File: src/rtl/io_serial_pkg.sv
// Shared types and constants for the io_serial_port block.
package io_serial_pkg;
    typedef enum logic [1:0] {IDLE, START, DATA, STOP} ser_state_t;

    localparam int unsigned FRAME_BITS = 10;
    localparam int unsigned DATA_BITS  = FRAME_BITS - 2;
    localparam logic        IDLE_LEVEL = 1'b1;
endpackage

File: src/rtl/io_serial_port_if.sv
// Core-side 8-bit I/O port between the CPU and the serial peripheral.
interface io_serial_port_if;
    logic [7:0] ioout;
    logic       iowrite;
    logic       ioread;
    logic [7:0] ioin;
    // Core interrupt line; "int" is a reserved word in SystemVerilog.
    logic       intr;

    modport master (output ioout, output iowrite, output ioread, input ioin, input intr);
    modport slave  (input ioout, input iowrite, input ioread, output ioin, output intr);
endinterface

File: src/rtl/io_serial_fifo.sv
// Synchronous FIFO; head reads 0 when empty, push into a full FIFO is accepted with a same-cycle pop.
module io_serial_fifo #(
    parameter int unsigned DEPTH = 4,
    parameter int unsigned WIDTH = 8
) (
    input  logic                     clock,
    input  logic                     reset,
    input  logic                     push,
    input  logic                     pop,
    input  logic [WIDTH-1:0]         wdata,
    output logic [WIDTH-1:0]         head,
    output logic [$clog2(DEPTH):0]   count,
    output logic                     full
);
    localparam int unsigned AW = $clog2(DEPTH);

    logic [WIDTH-1:0] mem [DEPTH];
    logic [AW-1:0]    wr_ptr;
    logic [AW-1:0]    rd_ptr;
    logic             do_push;
    logic             do_pop;

    assign full    = (count == (AW+1)'(DEPTH));
    assign do_pop  = pop && (count != '0);
    assign do_push = push && (!full || do_pop);
    assign head    = (count == '0) ? '0 : mem[rd_ptr];

    always_ff @(posedge clock) begin
        if (do_push) begin
            mem[wr_ptr] <= wdata;
        end
    end

    always_ff @(posedge clock) begin
        if (reset) begin
            wr_ptr <= '0;
            rd_ptr <= '0;
            count  <= '0;
        end else begin
            if (do_push) wr_ptr <= wr_ptr + AW'(1);
            if (do_pop)  rd_ptr <= rd_ptr + AW'(1);
            case ({do_push, do_pop})
                2'b10:   count <= count + (AW+1)'(1);
                2'b01:   count <= count - (AW+1)'(1);
                default: count <= count;
            endcase
        end
    end
endmodule

File: src/rtl/io_serial_port.sv
// 8N1 UART behind the core's I/O port: TX FIFO -> txd shifter, rxd deframer -> RX FIFO.
module io_serial_port
    import io_serial_pkg::*;
#(
    parameter int unsigned CLKS_PER_BIT = 16,
    parameter int unsigned FIFO_DEPTH   = 4
) (
    input  logic             clock,
    input  logic             reset,
    io_serial_port_if.slave  bus,
    output logic             txd,
    input  logic             rxd,
    output logic             tx_busy,
    output logic             tx_overflow,
    output logic             rx_overrun,
    output logic             frame_err
);
    localparam int unsigned CW  = $clog2(CLKS_PER_BIT);
    localparam int unsigned CTW = $clog2(FIFO_DEPTH) + 1;

    logic [7:0]     tx_head;
    logic [CTW-1:0] tx_count;
    logic           tx_full;
    logic           tx_empty;
    logic           tx_pop_c;
    ser_state_t     tx_state;
    logic [CW-1:0]  tx_cnt;
    logic [2:0]     tx_bit;
    logic [7:0]     tx_shift;
    logic           tx_end_c;

    logic [CTW-1:0] rx_count;
    logic           rx_full;
    logic           rx_empty;
    logic           rx_pop_c;
    logic           rx_push_c;
    logic           rx_stop_c;
    logic           rx_s1;
    logic           rx_s2;
    ser_state_t     rx_state;
    logic [CW-1:0]  rx_cnt;
    logic [2:0]     rx_bit;
    logic [7:0]     rx_shift;
    logic           rx_end_c;
    logic           rx_half_c;

    assign tx_empty  = (tx_count == '0);
    assign rx_empty  = (rx_count == '0);
    assign tx_end_c  = (tx_cnt == CW'(CLKS_PER_BIT - 1));
    assign rx_end_c  = (rx_cnt == CW'(CLKS_PER_BIT - 1));
    assign rx_half_c = (rx_cnt == CW'(CLKS_PER_BIT / 2 - 1));
    // Pop on the way into START, either from idle or back-to-back at the end of a stop bit.
    assign tx_pop_c  = !tx_empty && ((tx_state == IDLE) || ((tx_state == STOP) && tx_end_c));
    assign rx_pop_c  = bus.ioread && !rx_empty;
    assign rx_stop_c = (rx_state == STOP) && rx_end_c;
    assign rx_push_c = rx_stop_c && rx_s2;
    assign tx_busy   = (tx_state != IDLE) || !tx_empty;
    assign bus.intr  = !rx_empty;

    io_serial_fifo #(.DEPTH(FIFO_DEPTH), .WIDTH(8)) u_tx_fifo (
        .clock (clock),
        .reset (reset),
        .push  (bus.iowrite),
        .pop   (tx_pop_c),
        .wdata (bus.ioout),
        .head  (tx_head),
        .count (tx_count),
        .full  (tx_full)
    );

    io_serial_fifo #(.DEPTH(FIFO_DEPTH), .WIDTH(8)) u_rx_fifo (
        .clock (clock),
        .reset (reset),
        .push  (rx_push_c),
        .pop   (rx_pop_c),
        .wdata (rx_shift),
        .head  (bus.ioin),
        .count (rx_count),
        .full  (rx_full)
    );

    // Transmitter: txd is registered and changes only on bit boundaries.
    always_ff @(posedge clock) begin
        if (reset) begin
            tx_state <= IDLE;
            tx_cnt   <= '0;
            tx_bit   <= '0;
            tx_shift <= '0;
            txd      <= IDLE_LEVEL;
        end else begin
            case (tx_state)
                IDLE: begin
                    if (tx_pop_c) begin
                        tx_shift <= tx_head;
                        txd      <= ~IDLE_LEVEL;
                        tx_cnt   <= '0;
                        tx_state <= START;
                    end
                end
                START: begin
                    if (tx_end_c) begin
                        tx_cnt   <= '0;
                        tx_bit   <= '0;
                        txd      <= tx_shift[0];
                        tx_state <= DATA;
                    end else begin
                        tx_cnt <= tx_cnt + CW'(1);
                    end
                end
                DATA: begin
                    if (tx_end_c) begin
                        tx_cnt <= '0;
                        if (tx_bit == 3'(DATA_BITS - 1)) begin
                            txd      <= IDLE_LEVEL;
                            tx_state <= STOP;
                        end else begin
                            txd      <= tx_shift[1];
                            tx_shift <= {1'b0, tx_shift[7:1]};
                            tx_bit   <= tx_bit + 3'(1);
                        end
                    end else begin
                        tx_cnt <= tx_cnt + CW'(1);
                    end
                end
                STOP: begin
                    if (tx_end_c) begin
                        tx_cnt <= '0;
                        if (tx_pop_c) begin
                            tx_shift <= tx_head;
                            txd      <= ~IDLE_LEVEL;
                            tx_state <= START;
                        end else begin
                            tx_state <= IDLE;
                        end
                    end else begin
                        tx_cnt <= tx_cnt + CW'(1);
                    end
                end
                default: tx_state <= IDLE;
            endcase
        end
    end

    // Receiver: synchronised rxd, sampled at bit centres from a half-bit start check.
    always_ff @(posedge clock) begin
        if (reset) begin
            rx_s1    <= IDLE_LEVEL;
            rx_s2    <= IDLE_LEVEL;
            rx_state <= IDLE;
            rx_cnt   <= '0;
            rx_bit   <= '0;
            rx_shift <= '0;
        end else begin
            rx_s1 <= rxd;
            rx_s2 <= rx_s1;
            case (rx_state)
                IDLE: begin
                    rx_cnt <= '0;
                    if (rx_s2 != IDLE_LEVEL) rx_state <= START;
                end
                START: begin
                    if (rx_half_c) begin
                        rx_cnt   <= '0;
                        rx_bit   <= '0;
                        rx_state <= (rx_s2 != IDLE_LEVEL) ? DATA : IDLE;
                    end else begin
                        rx_cnt <= rx_cnt + CW'(1);
                    end
                end
                DATA: begin
                    if (rx_end_c) begin
                        rx_cnt   <= '0;
                        rx_shift <= {rx_s2, rx_shift[7:1]};
                        if (rx_bit == 3'(DATA_BITS - 1)) rx_state <= STOP;
                        else                             rx_bit   <= rx_bit + 3'(1);
                    end else begin
                        rx_cnt <= rx_cnt + CW'(1);
                    end
                end
                STOP: begin
                    if (rx_end_c) begin
                        rx_cnt   <= '0;
                        rx_state <= IDLE;
                    end else begin
                        rx_cnt <= rx_cnt + CW'(1);
                    end
                end
                default: rx_state <= IDLE;
            endcase
        end
    end

    // Sticky error flags.
    always_ff @(posedge clock) begin
        if (reset) begin
            tx_overflow <= 1'b0;
            rx_overrun  <= 1'b0;
            frame_err   <= 1'b0;
        end else begin
            if (bus.iowrite && tx_full && !tx_pop_c) tx_overflow <= 1'b1;
            if (rx_push_c && rx_full && !rx_pop_c)   rx_overrun  <= 1'b1;
            if (rx_stop_c && !rx_s2)                 frame_err   <= 1'b1;
        end
    end
endmodule

File: src/flat_wrapper.sv
// flat-port wrapper written by rule: the top's interface ports become plain ports
module io_serial_port_flat import io_serial_pkg::*;
#(
    parameter int unsigned CLKS_PER_BIT = 16,
    parameter int unsigned FIFO_DEPTH   = 4
)
  (clock, reset, txd, rxd, tx_busy, tx_overflow, rx_overrun, frame_err, bus_ioout, bus_iowrite, bus_ioread, bus_ioin, bus_intr);
  io_serial_port_if bus_i ();
  input  logic clock;
  input  logic reset;
  output logic txd;
  input  logic rxd;
  output logic tx_busy;
  output logic tx_overflow;
  output logic rx_overrun;
  output logic frame_err;
  input wire logic [$bits(bus_i.ioout)-1:0] bus_ioout;
  input wire logic [$bits(bus_i.iowrite)-1:0] bus_iowrite;
  input wire logic [$bits(bus_i.ioread)-1:0] bus_ioread;
  output wire logic [$bits(bus_i.ioin)-1:0] bus_ioin;
  output wire logic [$bits(bus_i.intr)-1:0] bus_intr;
  assign bus_i.ioout = bus_ioout;
  assign bus_i.iowrite = bus_iowrite;
  assign bus_i.ioread = bus_ioread;
  assign bus_ioin = bus_i.ioin;
  assign bus_intr = bus_i.intr;
  io_serial_port #(.CLKS_PER_BIT(CLKS_PER_BIT), .FIFO_DEPTH(FIFO_DEPTH)) u_core (.clock(clock), .reset(reset), .bus(bus_i), .txd(txd), .rxd(rxd), .tx_busy(tx_busy), .tx_overflow(tx_overflow), .rx_overrun(rx_overrun), .frame_err(frame_err));
endmodule
File: config.mk
export PLATFORM = sky130hd
export DESIGN_NAME = io_serial_port_flat
export DESIGN_NICKNAME = d
export VERILOG_FILES = /design/src/rtl/io_serial_pkg.sv /design/src/rtl/io_serial_port_if.sv /design/src/rtl/io_serial_fifo.sv /design/src/rtl/io_serial_port.sv /design/src/flat_wrapper.sv
export SDC_FILE = /design/constraint.sdc
export NUM_CORES = 1
export LEC_CHECK = 0
export ABC_CLOCK_PERIOD_IN_PS = 2640
export CAP_MARGIN = 20
export CORE_AREA = 2 2 155 96
export DETAILED_ROUTE_END_ITERATION = 10
export DIE_AREA = 0 0 157 98
export GPL_TIMING_DRIVEN = 0
export PLACE_DENSITY = 0.67
export SYNTH_ARGS = -nofsm -noshare
export SYNTH_HDL_FRONTEND = slang
export SYNTH_SLANG_ARGS = --single-unit
File: constraint.sdc
create_clock -name clock -period 2.64 [get_ports clock]
set_input_delay 0.264 -clock clock [delete_from_list [all_inputs] [get_ports clock]]
set_output_delay 0.264 -clock clock [all_outputs]
set_load 0.01 [all_outputs]
; Word level (Yosys, flattened, before mapping)
; Memories as Yosys holds them, arrays and structs flattened. A register that Yosys moved wholly into a read port is not among the register bits.
; Index checks and enable logic that the tools add are counted.
[totals]
ff_bits = 54
ram_bits = 64
input_bits = 13
out_inout_bits = 14
elab_cells = 160
memories = 2
[mem_list]
columns = memory, words, width, rd, rd_clocked_by_memory_dff, wr, line
row1 = u_core.u_rx_fifo.mem, 4, 8, 1, 1, 1, io_serial_fifo.sv:17  ; logic [WIDTH-1:0] mem [DEPTH];
row2 = u_core.u_tx_fifo.mem, 4, 8, 1, 1, 1, io_serial_fifo.sv:17
[op_classes]
add_sub_neg = 12
eq_ne = 29
mux = 51
reduce_logical = 46
[op_table]
columns = operator, count
row1 = $mux 8, 6
row2 = $mux 2, 15
row3 = $pmux 3 s2, 4
row4 = $pmux 8 s3, 1
row5 = $mux 3, 6
row6 = $ne 2x1->1 const B, 9
row7 = $mux 4, 4
row8 = $pmux 2 s4, 2
row9 = $logic_and 1x1->1, 14
row10 = $add 3x1->3 const B, 4
row11 = $eq 2x2->1 const B, 6
row12 = $eq 3x3->1 const B, 4
row13 = $pmux 4 s3, 1
row14 = $reduce_and 4->1, 3
row15 = $mux 1, 10
row16 = $reduce_and 5->1, 2
row17 = $reduce_bool 2->1, 5
row18 = $reduce_bool 3->1, 3
row19 = $add 2x1->2 const B, 4
row20 = $add 4x1->4 const B, 2
row21 = $eq 2x1->1 const B, 4
row22 = $eq 4x4->1 const B, 2
row23 = $pmux 4 s2, 1
row24 = $logic_not 1->1, 7
row25 = 11 further kinds, 19

; Depth between registers and ports, before layout
[depth]
ltp_word = 9
depth_mapped = 11
depth_no_buf = 9

; Hierarchy
; A second synthesis with hierarchy kept.
[unflattened]
hier_cells = 445
hier_area_um2 = 5597.9
[modules_own_cells]
columns = mod, n_inst, cells_each, area_per_inst_um2, seq_area_each_um2
row1 = io_serial_fifo, 2, 115, 1779.2, 1141.1
row2 = io_serial_port, 1, 215, 2039.5, 800.8

; Worst setup path before layout
; OpenSTA, ideal clock, no wires.
[synth_path]
path_type = register to register
from = reg u_core.tx_state[1]
to = reg u_core.u_tx_fifo.count[1]
setup_ps = 95
arrival_ps = 2386
required_ps = 2545
path_slack_ps = 159
stages_incl_launch_ff = 12
n_path_buf = 2
synth_period_minus_slack_ps = 2481
cell_sequence = dfxtp_1 > inv_1 > ha_1 > buf_4 > a41o_1 > and2_1 > buf_6 > nand2_1 > fa_1 > nand2b_1 > or4_1 > o311ai_1
[synth_between]
elab_chain_len = 9
elab_cells_between_ends = 12
cone_classes = eq/ne: 3 / mux: 1 / reduce/logical: 8
[synth_rtl]
columns = element, line
row1 = start: declaration, io_serial_port.sv:26  ; ser_state_t tx_state;
row2 = start signal: assignment, io_serial_port.sv:85  ; tx_state <= IDLE;
row3 = start signal: assignment, io_serial_port.sv:97  ; tx_state <= START;
row4 = start signal: assignment, io_serial_port.sv:105  ; tx_state <= DATA;
row5 = $eq 2x2->1, io_serial_port.sv:53  ; assign tx_pop_c = !tx_empty && ((tx_state == IDLE) || ((tx_state == STOP) && tx_end_c));
row6 = $logic_and 1x1->1, io_serial_port.sv:53
row7 = $logic_or 1x1->1 (*), io_serial_port.sv:53
row8 = $logic_and 1x1->1 (*), io_serial_port.sv:53
row9 = $logic_and 1x1->1 (*), io_serial_fifo.sv:24  ; assign do_pop = pop && (count != '0);
row10 = $logic_or 1x1->1, io_serial_fifo.sv:25  ; assign do_push = push && (!full || do_pop);
row11 = $logic_and 1x1->1, io_serial_fifo.sv:25
row12 = $eq 2x1->1 / $eq 2x2->1 (equally long branches), io_serial_fifo.sv:42  ; case ({do_push, do_pop})
row13 = $pmux 3 s2 / $reduce_bool 2->1 (equally long branches), n/a
row14 = end signal: assignment, io_serial_fifo.sv:43  ; 2'b10: count <= count + (AW+1)'(1);
row15 = end signal: assignment, io_serial_fifo.sv:44  ; 2'b01: count <= count - (AW+1)'(1);
row16 = end signal: assignment, io_serial_fifo.sv:45  ; default: count <= count;
row17 = end: declaration, io_serial_fifo.sv:12  ; output logic [$clog2(DEPTH):0] count,
; Mark *: on every way between the ends. The rest lies on a longest branch, timed or not.
; A chain may end at the register's enable or synchronous reset.

; Final worst setup path
[layout_path]
from = reg u_core.tx_state[0]
to = reg u_core.u_tx_fifo.count[1]
; The elaborated chain is that of the path after synthesis.

==> out/results.tsv <==
metric	value	unit
min_path_type	register to register	
hold_end	u_core.rx_s2	
path_max_fanout	8	
async_flop_share	0	%
arrival	2.88	ns
fillers	1239	
hold_buffers	0	
maxCapViolations	0	
synth-edff-count	64	
power_density	949	nW/um^2
drive_gt1_share	17.2	%
cts-root-buf	clkbuf_16	
worstHoldPathCells	1	
fin_crit_sh	97.0	%
slew_violations	0	
vias	3511	
start_util	37.9	%
path_buf_inv	2	
rrSetupSlack	0.08	ns
wl_per_cell	16.5	um
via_per_inst	5.16	
hpwl	7560	um
pre_cts_ws	-0.0903	ns
yosys_warnings	0	
fin_nets	503	
cts_buffers	17	
grt_max_degree	17	
fin_worst_skew	0.00950	ns
clk_pin_slew	0.06	ns
antenna_found_initial	0	
rr_endpoint	u_core.u_tx_fifo.count[1]	
grt.total_usage	15.2	%
ys_seq_area_share	57.8	%
tightest_slew	0.703	ns
grt.overflow.total	0	
route.detailed.drc	0	
max_freq	390	MHz
utilization	46.1	%
synth_flop_cell	edfxtp_1	
syn_inst	425	
die_h	98	um
ys_ff_latch	122	
instances_no_fill	680	
num_rows	34	
die_w	157	um
dp_cells	648	
rr_worst_depth	10	
htree_levels	4	
p_leak	0.00230	uW
synth_fp_nets	459	
grt_pass1_wl	17700	um
start_kind	register	
tns	0	ns
io_buffers	25	
postRouteAntennaNets	0	
crit_type	register to register	
required	2.96	ns
clkSinkCount	122	
status	completed	
dieArea	15400	sq um
insertedDiodeCount	0	
first_global_vias	3441	
endpoint_kind	register	
area_delta_synth_final	21.6	%
slowest_stage	or4_4	
avgSynthCellArea	12.6	sq um
setup_slack	0.0791	ns
hold_viol_final	0	
insertion_delay	0.42	ns
core	14100	sq um
max_stage_delay	0.52	ns
post-route-min-period	2.56	ns
path_delay_family	simple AND/OR/NAND/NOR gates	
tritoncts	built	
drt_iter0_markers	203	
num_io_pins	27	
relSlewSlack	52.9	%
synth_cell_types	62	
final-setup-viol-count	0	
min_from	u_core.rx_s1	
rr_startpoint	u_core.tx_state[0]	
netlist_area	5340	sq um
cp_cell_sequence	inv_4, ha_2, a41o_4, and2_1, buf_6, nand2_2, fa_1, nand2b_4, or4_4, o311ai_2	
dr.pass1.iters	4	
place_congestion	0.780	
clockBufferDepth	2	
routed_wirelength	11200	um
ir_drop	0.383	mV
## sequential cells by signal, summed over array words and instances (netlist names), 3 cells and up, named ones only
| name | cells |
|---|---|
| u_core.u_rx_fifo.mem | 32 |
| u_core.tx_shift | 8 |
| u_core.rx_cnt | 4 |
| u_core.u_rx_fifo.count | 3 |
| u_core.u_tx_fifo.mem | 32 |
| u_core.tx_bit | 3 |
| u_core.rx_bit | 3 |
| u_core.rx_shift | 8 |
| u_core.tx_cnt | 4 |
| u_core.u_tx_fifo.count | 3 |
## final cells by class
type | instances | area (sq um) | share of cell area [%]
Sequential cell | 122 | 3090 | 47.7
Buffer | 22 | 115 | 1.77
Inverter | 21 | 81.3 | 1.25
Timing Repair Buffer | 26 | 258 | 3.97
Tap cell | 198 | 248 | 3.82
Multi-Input combinational cell | 259 | 2090 | 32.3
Clock buffer | 18 | 429 | 6.61
Clock inverter | 14 | 171 | 2.64
## worst register-to-register path: stages, from the launching register on
cell and delay, ns:
dfxtp_4 0.37, inv_4 0.05, ha_2 0.23, a41o_4 0.27, and2_1 0.17, buf_6 0.14, nand2_2 0.07, fa_1 0.43
nand2b_4 0.16, or4_4 0.52, o311ai_2 0.08
## synthesized netlist by cell type, types with 3 or more instances
cell type  instances  area, sq um
nor2_1            47          176
nand2_1           10         37.5
edfxtp_1          64         1920
a21oi_1           22          110
ha_1              19          238
mux4_2            16          360
a21o_1             4         30.0
dfxtp_1           58         1160
and2_1            19          119
a22oi_1            8         60.1
o21ai_0            9         45.0
mux2_2             5         56.3
nand3_1            9         45.0
or2_2              3         18.8
mux2i_1           15          150
buf_6              3         33.8
nand2b_1           4         25.0
inv_1             21         78.8
o31ai_1            8         60.1
nand4_1            6         37.5
buf_2              4         20.0
clkbuf_1          11         41.3
xnor2_1            6         52.6
## per-layer routing
metal  part of all wire [%]  global-route usage, %
met1                     47                   21.2
met5                      0                      0
met3                    5.7                   3.86
met4                    1.4                   5.79
met2                     46                   22.9
## cells in the final DEF (no fill, tap or decap), drive strengths merged, types with 3 or more instances in the layout
cell type      synthesis  layout
o21ai                  9       9
clkdlybuf4s50          0      25
clkbuf                13      31
mux4                  16      16
mux2                   5       5
nor3                   4       4
nand2                 10      10
or2                    4       4
dfxtp                 58      58
and2                  19      19
buf                   10      10
edfxtp                64      64
mux2i                 15      15
o311ai                 3       3
xnor2                  6       6
o31ai                  8       8
nand3                  9       9
nand4                  6       6
clkinv                 0       5
a21oi                 22      22
nand2b                 4       4
ha                    19      19
a22oi                  8       8
clkinvlp               0       4
nor2                  48      48
bufinv                 0       3
inv                   21      23
a21o                   4       4
## per-stage QoR
| step | area, sq um | total power [uW] | hold WS (ns) |
|---|---|---|---|
| after global placement | 5840 | 3690 | 0.397 |
| after floorplan | 5340 | 3380 | 0.363 |
| after CTS | 6450 | 6110 | 0.419 |
| final | 6490 | 6160 | 0.416 |
| after detailed placement | 5840 | 3740 | 0.406 |
| after global routing | 6490 | 6430 | 0.423 |
## worst max-delay path by stage
| stage | startpoint | to | slack [ns] | cells past startpoint |
|---|---|---|---|---|
| floorplan | u_core.tx_state[1] | u_core.u_tx_fifo.count[1] | 0.16 | 11 |
| global route | u_core.tx_state[0] | u_core.u_tx_fifo.count[1] | -0.005 | 10 |
| detailed placement | bus_ioread | u_core.u_rx_fifo.count[2] | -0.09 | 8 |
| finish | u_core.tx_state[0] | u_core.u_tx_fifo.count[1] | 0.08 | 10 |
| CTS | u_core.tx_state[0] | u_core.u_tx_fifo.count[1] | 0.02 | 11 |
| global placement | bus_ioread | u_core.u_rx_fifo.count[2] | -0.004 | 8 |
## what timing repair did
| item | CTS | global route |
|---|---|---|
| gates cloned | 0 | 0 |
| resized for setup | 4 | 15 |
| buffers inserted | 0 | 1 |
| endpoints found under the setup margin | 2 | 2 |
| pin swaps | 0 | 3 |
## kinds of logic (layout without fill, tap and decap cells)
| kind of cell | Yosys count | after routing | synth area share, % |
|---|---|---|---|
| buffers and inverters | 44 | 101 | 3.73 |
| XOR/XNOR | 8 | 8 | 1.31 |
| AO/OA/AOI/OAI | 72 | 72 | 9.28 |
| flip-flops | 122 | 122 | 57.8 |
| AND/OR/NAND/NOR | 122 | 122 | 12.1 |
| adder cells (fa/ha/maj) | 21 | 21 | 5.20 |
| multiplexers | 36 | 36 | 10.6 |
## power breakdown
group,internal (uW),switching (uW)
sequential,2160,109
combinational,705,838
clock,1480,860
Note: power is estimated with default switching activity, not from simulation.
